--- src/rtl/func_as_pkg.sv ---
// func_as_pkg: shared width, op encoding and strobe priority encoder for func_as.
package func_as_pkg;
    localparam int WIDTH = 4;
    typedef enum logic [1:0] {OP_PASS, OP_INC, OP_SUB, OP_ADD} op_e;
    function automatic op_e prio_op(input logic add, input logic sub, input logic inc);
        return add ? OP_ADD : sub ? OP_SUB : inc ? OP_INC : OP_PASS;
    endfunction
endpackage

--- src/rtl/func_as_alu.sv ---
// func_as_alu: combinational modulo-16 add/sub/increment/pass on the swapped operands.
module func_as_alu
    import func_as_pkg::*;
(
    input  logic [WIDTH-1:0] x,
    input  logic [WIDTH-1:0] y,
    input  op_e              op,
    output logic [WIDTH-1:0] result
);
    always_comb begin
        result = op == OP_ADD ? x + y :
                 op == OP_SUB ? x - y :
                 op == OP_INC ? x + WIDTH'(1) : x;
    end
endmodule

--- src/rtl/func_as.sv ---
// func_as: registered 4-bit add/sub/inc unit with operand swap and strobe priority.
module func_as
    import func_as_pkg::*;
(
    input  logic             clk,
    input  logic             rst_n,
    input  logic [WIDTH-1:0] a,
    input  logic [WIDTH-1:0] b,
    input  logic             Add,
    input  logic             Sub,
    input  logic             Inc,
    input  logic             Switch,
    output logic [WIDTH-1:0] c
);
    logic [WIDTH-1:0] x, y, c_d, c_q;
    op_e op;
    always_comb begin
        x  = Switch ? a : b;
        y  = Switch ? b : a;
        op = prio_op(Add, Sub, Inc);
    end
    func_as_alu u_alu (.x(x), .y(y), .op(op), .result(c_d));
    always_ff @(posedge clk or negedge rst_n) begin
        if (!rst_n) c_q <= '0;
        else        c_q <= c_d;
    end
    assign c = c_q;
endmodule

--- config.mk ---
export PLATFORM = sky130hd
export DESIGN_NAME = func_as
export DESIGN_NICKNAME = d
export VERILOG_FILES = /design/src/rtl/func_as_pkg.sv /design/src/rtl/func_as_alu.sv /design/src/rtl/func_as.sv
export SDC_FILE = /design/constraint.sdc
export NUM_CORES = 1
export LEC_CHECK = 0
export ABC_AREA = 1
export CAP_MARGIN = 20
export CORE_UTILIZATION = 32
export CTS_CLUSTER_SIZE = 8
export DETAILED_ROUTE_END_ITERATION = 12
export PLACE_DENSITY_LB_ADDON = 0.2
export REMOVE_ABC_BUFFERS = 1
export SETUP_SLACK_MARGIN = 0.15
export SLEW_MARGIN = 20
export SYNTH_ARGS = -nofsm -noshare
export SYNTH_HDL_FRONTEND = slang
export SYNTH_SLANG_ARGS = --single-unit
--- constraint.sdc ---
create_clock -name clk -period 0.8 [get_ports clk]
set_input_delay 0.12 -clock clk [delete_from_list [all_inputs] [get_ports clk]]
set_output_delay 0.12 -clock clk [all_outputs]
set_load 0.02 [all_outputs]
# Word-level counts from Yosys, hierarchy flattened
# Cells that the tools add are included.
[word_totals]
register_bits = 4
input_bits = 14
elab_cells = 15
[op_classes]
addsub = 3
n_eq_ne = 3
n_mux = 8
[ops]
columns = ["op", "n"]
rows = [
  ["two-way mux 4 bit", 5],
  ["adder 4 x 1 -> 4 bit, second input constant", 1],
  ["adder 4 bit", 1],
  ["== test 2 bit, second input constant", 2],
  ["two-way mux 2 bit", 2],
  ["subtractor 4 bit", 1],
  ["== test 2 x 1 -> 1 bit, second input constant", 1],
  ["two-way mux 1 bit", 1],
]

# Longest topological paths before layout
# Gate-level depths: netlist (run 1).
[depth]
word_depth = 7
ltp_mapped = 13
depth_no_buf = 13

# Hierarchy
# From an unflattened synthesis (run 1), not the netlist that was laid out.
[hier_totals]
hier_cells = 104
area_unflattened_um2 = 620.6
[by_module_without_submodules]
columns = ["mod", "instances", "cells_each", "area_each_um2"]
rows = [
  ["func_as_alu", 1, 69, 396.6],
  ["func_as", 1, 35, 224.0],
]

# Worst setup path before layout (run 1)
# Ideal clock, no wire load.
[synth_path]
kind = "input to register"
from = "input port Switch"
to = "register c_q[2] (netlist: c[2])"
setup_time_ns = 0.087
arrival_time_ns = 1.516
required_time_ns = 0.713
setup_slack_ns = -0.803
cell_stages = 9
path_cell_list = "buf_6 -> o21ai_0 -> inv_1 -> fa_1 -> a21oi_1 -> o21ai_0 -> o21ai_1 -> nand2_1 -> o211ai_1"
[synth_via]
elab_chain_len = 5
word_cells_on_any_way = 8
cone_classes = "add/sub (3); mux (5)"
[synth_lines]
columns = ["item", "line_no", "rtl"]
rows = [
  ["from (decl)", "func_as.sv:12", "input logic Switch,"],
  ["two-way mux 4 bit", "func_as.sv:18", "x = Switch ? a : b;"],
  ["adder 4 x 1 -> 4 bit", "func_as_alu.sv:13", "op == OP_INC ? x + WIDTH'(1) : x;"],
  ["two-way mux 4 bit", "func_as_alu.sv:13", ""],
  ["two-way mux 4 bit", "func_as_alu.sv:12", "op == OP_SUB ? x - y :"],
  ["two-way mux 4 bit *", "func_as_alu.sv:11", "result = op == OP_ADD ? x + y :"],
  ["via c_d[2]", "func_as.sv:15", "logic [WIDTH-1:0] x, y, c_d, c_q;"],
  ["to (signal assigned)", "func_as.sv:24", "if (!rst_n) c_q <= '0;"],
  ["to (signal assigned)", "func_as.sv:25", "else c_q <= c_d;"],
  ["to (decl)", "func_as.sv:15", ""],
]
# The timed path passes the listed nets; every way through them passes the cells marked *.

# Worst setup path in the final report (run 1)
# Ends and elaborated chain as after synthesis.

==> results of run 1 <==
## final timing paths
path | from | endpoint | slack [ns] | depth (start not counted)
worst max-delay path | Switch | c[2] | -0.54 | 12
min in group clk | Add | c[1] | 0.29 | 5
max in group asynchronous | rst_n | c[0] | 0.55 | 1
worst min-delay path | rst_n | c[3] | 0.08 | 1
## cells in the mapped netlist, drive strengths merged
cell and number:
dfrtp 4, nand2 45, inv 21, a21oi 5, buf 1, xor2 1
o31ai 1, o21ai 7, fa 2, ha 6, o211ai 1, nand3 7
o22ai 1, nor2 7
## kinds of logic (layout without fill, tap and decap cells)
family,count (synthesis),count (layout)
xor+xnor,1,1
flops,4,4
buf+inv,22,68
fa+ha+maj,8,8
compound gates,15,15
simple gates,59,59
## per-layer routing
layer,vias to the layer above,share of wire
met2,30,0.54
met5,-,0
met4,0,0.042
li1,428,-
met1,384,0.37
met3,12,0.040
## critical path: cells and delay by family
family / cells / cell delay (ns)
compound gates: 4 / 0.40
buf+inv: 4 / 0.39
fa+ha+maj: 1 / 0.39
simple gates: 3 / 0.21
## per-stage QoR
stage	hold slack, ns	setup TNS (ns)	setup WS [ns]	utilization
6_report	0.0833	-1.67	-0.545	0.723
3_3_place_gp	0.336	-5.44	-1.33	0.535
5_1_grt	0.0960	-1.91	-0.599	0.723
3_5_place_dp	0.341	-5.63	-1.38	0.535
4_1_cts	0.0912	-1.37	-0.394	0.691
2_1_floorplan	-0.176	-1.86	-0.680	-
## power by group through the flow
| stage | combinational [mW] | clock (mW) | sequential [mW] |
|---|---|---|---|
| 2_1_floorplan | 0.269 | 0 | 0.294 |
| 3_3_place_gp | 0.601 | 0 | 0.247 |
| 3_5_place_dp | 0.611 | 0 | 0.249 |
| 4_1_cts | 0.816 | 0.258 | 0.254 |
| 5_1_grt | 0.990 | 0.270 | 0.257 |
| 6_report | 0.920 | 0.260 | 0.253 |
## layout make-up
cell class,count,share of cell area
Tap cell,25,0.0238
Sequential cell,4,0.0760
Multi-Input combinational cell,83,0.498
Timing Repair Buffer,44,0.317
Inverter,21,0.0675
Clock buffer,3,0.0171
## timing repair
action,CTS,global route
pin swaps,26,7
cloned,1,0
setup buffers,5,3
gates resized for setup,111,8
endpoints found under the setup margin,8,8
==> key figures, run 1 <==
Status
  – Run status: finished, violations left
  – Failing checks: negative setup slack

Timing
  – Time the final worst path needs with I/O delays and setup: ~1.3 ns
  – Final-report setup violation count: 7
  – RSZ-0062 raised after global routing: yes
  – Slew margin rel.: 0.871
  – Maximum clock rate: 744 MHz
  – Count of pins over their slew limit: 0
  – Slew at the pin closest to its max-slew limit: around 0.19 ns
  – Final Hold Fails: 0
  – Setup slack after layout: -0.545 ns
  – Final worst path period share: 1.68

Clocking
  – Clock edge transition at the registers on the reported setup and hold paths: 0.04 ns
  – Number of buffers inserted for hold repair after clock tree synthesis: 0
  – CTS sink count: 4
  – Number of levels the H-tree was split into: 1
  – Master cell of the clock root buffer: clkbuf_4
  – Clock tree from TritonCTS: done
  – Cts bufs inserted: 3
  – Clock Path Buffers: 2

Drt
  – DR WL/cell: 12.9 um
  – Drt first pass iters: 4
  – Number of DRC markers after the initial detailed-route iteration: 19
  – Drt total wl: 2330 um
  – Antenna violation net count after detailed routing: 0
  – Number of vias after detailed routing: 854
  – DR DRC count: 0
  – Drt via density: ~4.7

Synth
  – Mux share of post-synthesis cell area: 0
  – Yosys warnings: 0
  – Combinational family with the most area after synthesis: simple AND/OR/NAND/NOR gates
  – Adder-cell share of the synthesized area: 0.178
  – Post-synthesis cell area: 648 um2
  – Avg Inst Size Synth: a little under 6 um2
  – Compound-Gate Fraction of Synth Area: 0.125
  – Cell types with the largest area share after synthesis: nand2_1 23%, dfrtp_1 15%, ha_1 12%
  – Sequential area share after synthesis: 0.154
  – Distinct cell type count after synthesis: 18
  – Yosys top cell area share: 0.226
  – Post-Synth Simple-Gate Area: 0.390
  – Cell type with the highest aggregate area in the netlist: nand2_1
  – Cells after synthesis: 109
  – Parity-gate share of the synthesized area counting xor and xnor cells: 0.0135
  – Post-synthesis sequential element count: 4

Critical path
  – CP max stage delay: 0.39 ns
  – Series of cell instances along the critical path: buf_12 -> clkinv_4 -> buf_6 -> nand2_4 -> nand2_4 -> buf_12 -> fa_2 -> a21oi_2 -> o21ai_1 -> o21ai_1 -> nand2_1 -> o211ai_1
  – Worst setup path category: in -> reg
  – Sort of element at the end of the critical path: flop
  – Critical path launch point type: input port
  – CP max FO: 5
  – Critical Path AT: roughly 1.5 ns
  – Critical-path top delay cell: fa_2
  – Worst endpoint required time: roughly 0.95 ns

Layout
  – Ratio of cells with drive above 1 in the final layout: 0.535
  – Most frequent cells in the layout: 33 x nand2_1, 20 x buf_4, 13 x inv_1
  – Area of the multi-input gates: 656 um2
  – Fillcell total: 141
  – Leading cell type in the layout, fill and taps excluded: nand2_1
  – Antenna diode count: 0
  – Area growth syn-to-layout: 103%
  – Fin area: 1320 um2
  – Reg area: 100 um2
  – Filler-free cell count of the finished design: 180
  – Net count reported at finish: 179
  – Number of flip-flops in the largest register: 4

GRT
  – GRT Total Usage: 0.228
  – Global route total overflow: 0
  – GR Layer Usage met1: 0.249
  – Global-route layer with the greatest usage: met2
  – Routing usage on met3: 0.0154
  – Maximum number of pins on one net before global-route repair: 7
  – Number of global-route vias before repair: 821
  – Initial antenna violation count: 0
  – GR met2 Demand/Resource: 0.436
  – Global-route wire length before repair: approximately 3400 um

Floorplanning
  – Die H: 47.0 um
  – Starting density of the core: 0.356
  – Core Box Area: 1820 um2
  – Width of the chip: 47.0 um
  – Die Area: 2210 um2
  – Core Rows: 15
  – I/O Pins: 18

Power and ir drop
  – Fraction of power consumed by combinational cells: 0.642
  – Sequential fraction of design power: 0.177
  – Switching power: 561 uW
  – Clock group share of total power: 0.181
  – Power density cells: 1090 nW/um2
  – Leakage power: roughly 0.65 nW
  – Highest ir drop seen on vdd: 0.536 mV
  – Pwr Total: between 1 and 1.5 mW
  – Internal Pwr Total: 872 uW
  – Share of total power consumed by net switching: 0.391

Flow run
  – Total of max-cap violations: 0

Placement
  – Final weighted congestion in routability-driven placement: 0.755
  – Number of input and output port buffers inserted: 17
  – Dpl hpwl: 1380 um
  – Post-placement cell count: between 150 and 200
  – Post-Place Cell Area: slightly below 1000 um2

Worst hold path
  – Type of the tightest min-delay check: in -> async
Note: power is estimated with default switching activity, not from simulation.
==> run 2, diff against run 1 <==
--- a/config.mk
+++ b/config.mk
@@ -7,6 +7,7 @@
 export LEC_CHECK = 0
 export ABC_AREA = 1
 export CAP_MARGIN = 20
+export CORE_MARGIN = 2
 export CORE_UTILIZATION = 32
 export CTS_CLUSTER_SIZE = 8
 export DETAILED_ROUTE_END_ITERATION = 12
==> key figures, run 2 (same netlist as run 1, synthesis figures left out) <==
Layout
  – Number of flip-flops in the largest register: 4 (unchanged)
  – Fillcell total: 176 (+25%)
  – Ratio of cells with drive above 1 in the final layout: 0.497 (-0.0388)
  – Area growth syn-to-layout: 91.5%
  – Leading cell type in the layout, fill and taps excluded: nand2_1
  – Fin area: 1240 um2 (-5.7%)
  – Share of the core filled with cells: 0.639 (-0.0838)
  – Antenna diode count: 0 (unchanged)
  – Filler-free cell count of the finished design: 180 (unchanged)
  – Net count reported at finish: 177 (-1.1%)
  – Most frequent cells in the layout: 33 x nand2_1, 19 x buf_4, 14 x inv_1

Power and ir drop
  – Clock group share of total power: 0.185 (+0.004)
  – Internal Pwr Total: 843 uW (-3.4%)
  – Highest ir drop seen on vdd: 0.508 mV (-5.2%)
  – Share of total power consumed by net switching: 0.380 (-0.0109)
  – Fraction of power consumed by combinational cells: 0.629 (-0.013)
  – Power density cells: 1100 nW/um2 (+0.67%)
  – Switching power: 517 uW (-7.7%)
  – Leakage power: 0.632 nW (-3.5%)
  – Sequential fraction of design power: 0.185 (+0.008)

Floorplanning
  – Width of the chip: 49.0 um (+4.3%)
  – Starting density of the core: 0.334 (-0.0223)
  – Core Rows: 16 (+1)
  – Die Area: 2400 um2 (+8.7%)
  – Core Box Area: 1940 um2 (+6.7%)
  – I/O Pins: 18 (unchanged)
  – Die H: 49.0 um (+4.3%)

Placement
  – Final weighted congestion in routability-driven placement: 0.830 (+9.8%)
  – Post-placement cell count: 172 (+2.4%)
  – Place WS: -1.39 ns (-0.0130 ns)
  – Post-Place Cell Area: 991 um2 (+1.8%)
  – Number of input and output port buffers inserted: 17 (unchanged)
  – Dpl hpwl: 1370 um (-0.61%)

Timing
  – Time the final worst path needs with I/O delays and setup: 1.26 ns (-0.0879 ns)
  – Maximum clock rate: 796 MHz (+7.0%)
  – Setup slack after layout: -0.457 ns (+0.0879 ns)
  – Slew margin rel.: 0.868 (-0.00373)
  – Final Hold Fails: 0 (unchanged)
  – Slew at the pin closest to its max-slew limit: 0.199 ns (+0.00560 ns)
  – Final-report setup violation count: 7 (unchanged)
  – Count of pins over their slew limit: 0 (unchanged)
  – Final worst path period share: 1.57 (-0.110)
  – RSZ-0062 raised after global routing: yes
  – Sum of negative setup slack: -1.52 ns (+0.154 ns)

Clocking
  – Clock edge transition at the registers on the reported setup and hold paths: 0.04 ns (about the same)
  – Clock Path Buffers: 2 (unchanged)
  – Master cell of the clock root buffer: clkbuf_4
  – Number of levels the H-tree was split into: 1 (unchanged)
  – Clock tree from TritonCTS: done
  – CTS sink count: 4 (unchanged)
  – Cts bufs inserted: 3 (unchanged)
  – Number of buffers inserted for hold repair after clock tree synthesis: 0 (unchanged)

Drt
  – Drt first pass iters: 4 (unchanged)
  – Antenna violation net count after detailed routing: 0 (unchanged)
  – Drt total wl: 1920 um (-18%)
  – DR WL/cell: 10.7 um (-18%)
  – Number of vias after detailed routing: 811 (-5.0%)
  – Drt via density: 4.51 (-5.0%)
  – DR DRC count: 0 (unchanged)
  – Number of DRC markers after the initial detailed-route iteration: 11 (-8)

Critical path
  – Critical Path AT: 1.39 ns (-0.10 ns)
  – Worst endpoint required time: 0.93 ns (-0.02 ns)
  – Worst setup path category: in -> reg
  – Sort of element at the end of the critical path: flop
  – Critical path launch point type: input port
  – CP max FO: 8 (+3)

Status
  – Failing checks: negative setup slack
  – Run status: finished, violations left

Flow run
  – Total of max-cap violations: 0 (unchanged)

Worst hold path
  – Type of the tightest min-delay check: in -> async

GRT
  – Global-route wire length before repair: 3120 um (-9.4%)
  – GRT Total Usage: 0.168 (-0.0603)
  – Number of global-route vias before repair: 778 (-5.2%)
  – Initial antenna violation count: 0 (unchanged)
  – Global route total overflow: 0 (unchanged)
  – Maximum number of pins on one net before global-route repair: 9 (+2)
[run 2: path summary, 6_finish.rpt]
path	slack (ns)	start	cells past startpoint	end
setup / recovery	-0.46	Switch	13	c[3]
max in group asynchronous	0.54	rst_n	1	c[0]
hold / removal	0.09	rst_n	1	c[2]
min in group clk	0.39	Add	5	c[1]
[run 2: metal layers]
layer,vias to the layer above,track usage,part of all wire
li1,428,-,-
met1,365,0.176,0.39
met2,16,0.326,0.57
met3,2,0.0153,0.028
met4,0,0.0857,0.0078
met5,-,0,0
[run 2: through the flow]
step                      hold WS [ns]  power (mW)
after floorplan                 -0.176       0.563
after global placement           0.336       0.857
after detailed placement         0.337       0.870
after CTS                       0.0809        1.32
after global routing             0.103        1.46
final                           0.0851        1.36
[run 2: power groups by stage]
stage / clock (mW) / sequential, mW / combinational (mW)
after floorplan: 0 / 0.294 / 0.269
after global placement: 0 / 0.247 / 0.610
after detailed placement: 0 / 0.248 / 0.621
after CTS: 0.266 / 0.253 / 0.801
after global routing: 0.277 / 0.254 / 0.929
final: 0.252 / 0.252 / 0.856
[run 2: timing repair]
| action | CTS | global route |
|---|---|---|
| setup endpoints to repair | 8 | 8 |
| pin swaps | 29 | 7 |
| resized for setup | 97 | 11 |
| setup buffers | 4 | 1 |
[run 2: critical path, cell delays in order]
cell and delay, ns:
buf_12 0.12, buf_4 0.14, nand2_4 0.06, o21ai_4 0.06, buf_6 0.12, ha_4 0.28
nand2_4 0.05, a21oi_2 0.12, nor2_1 0.06, nand2_1 0.06, nand3_1 0.06, nand3_1 0.07
nand2_1 0.05
[run 2: cell type report]
cell class	instances	area, um2	area share
inverter	21	83.8	0.0675
multi-input combinational	83	623	0.502
tap	27	33.8	0.0272
timing repair buffer	42	378	0.304
clock buffer	3	22.5	0.0181
sequential	4	100	0.0806
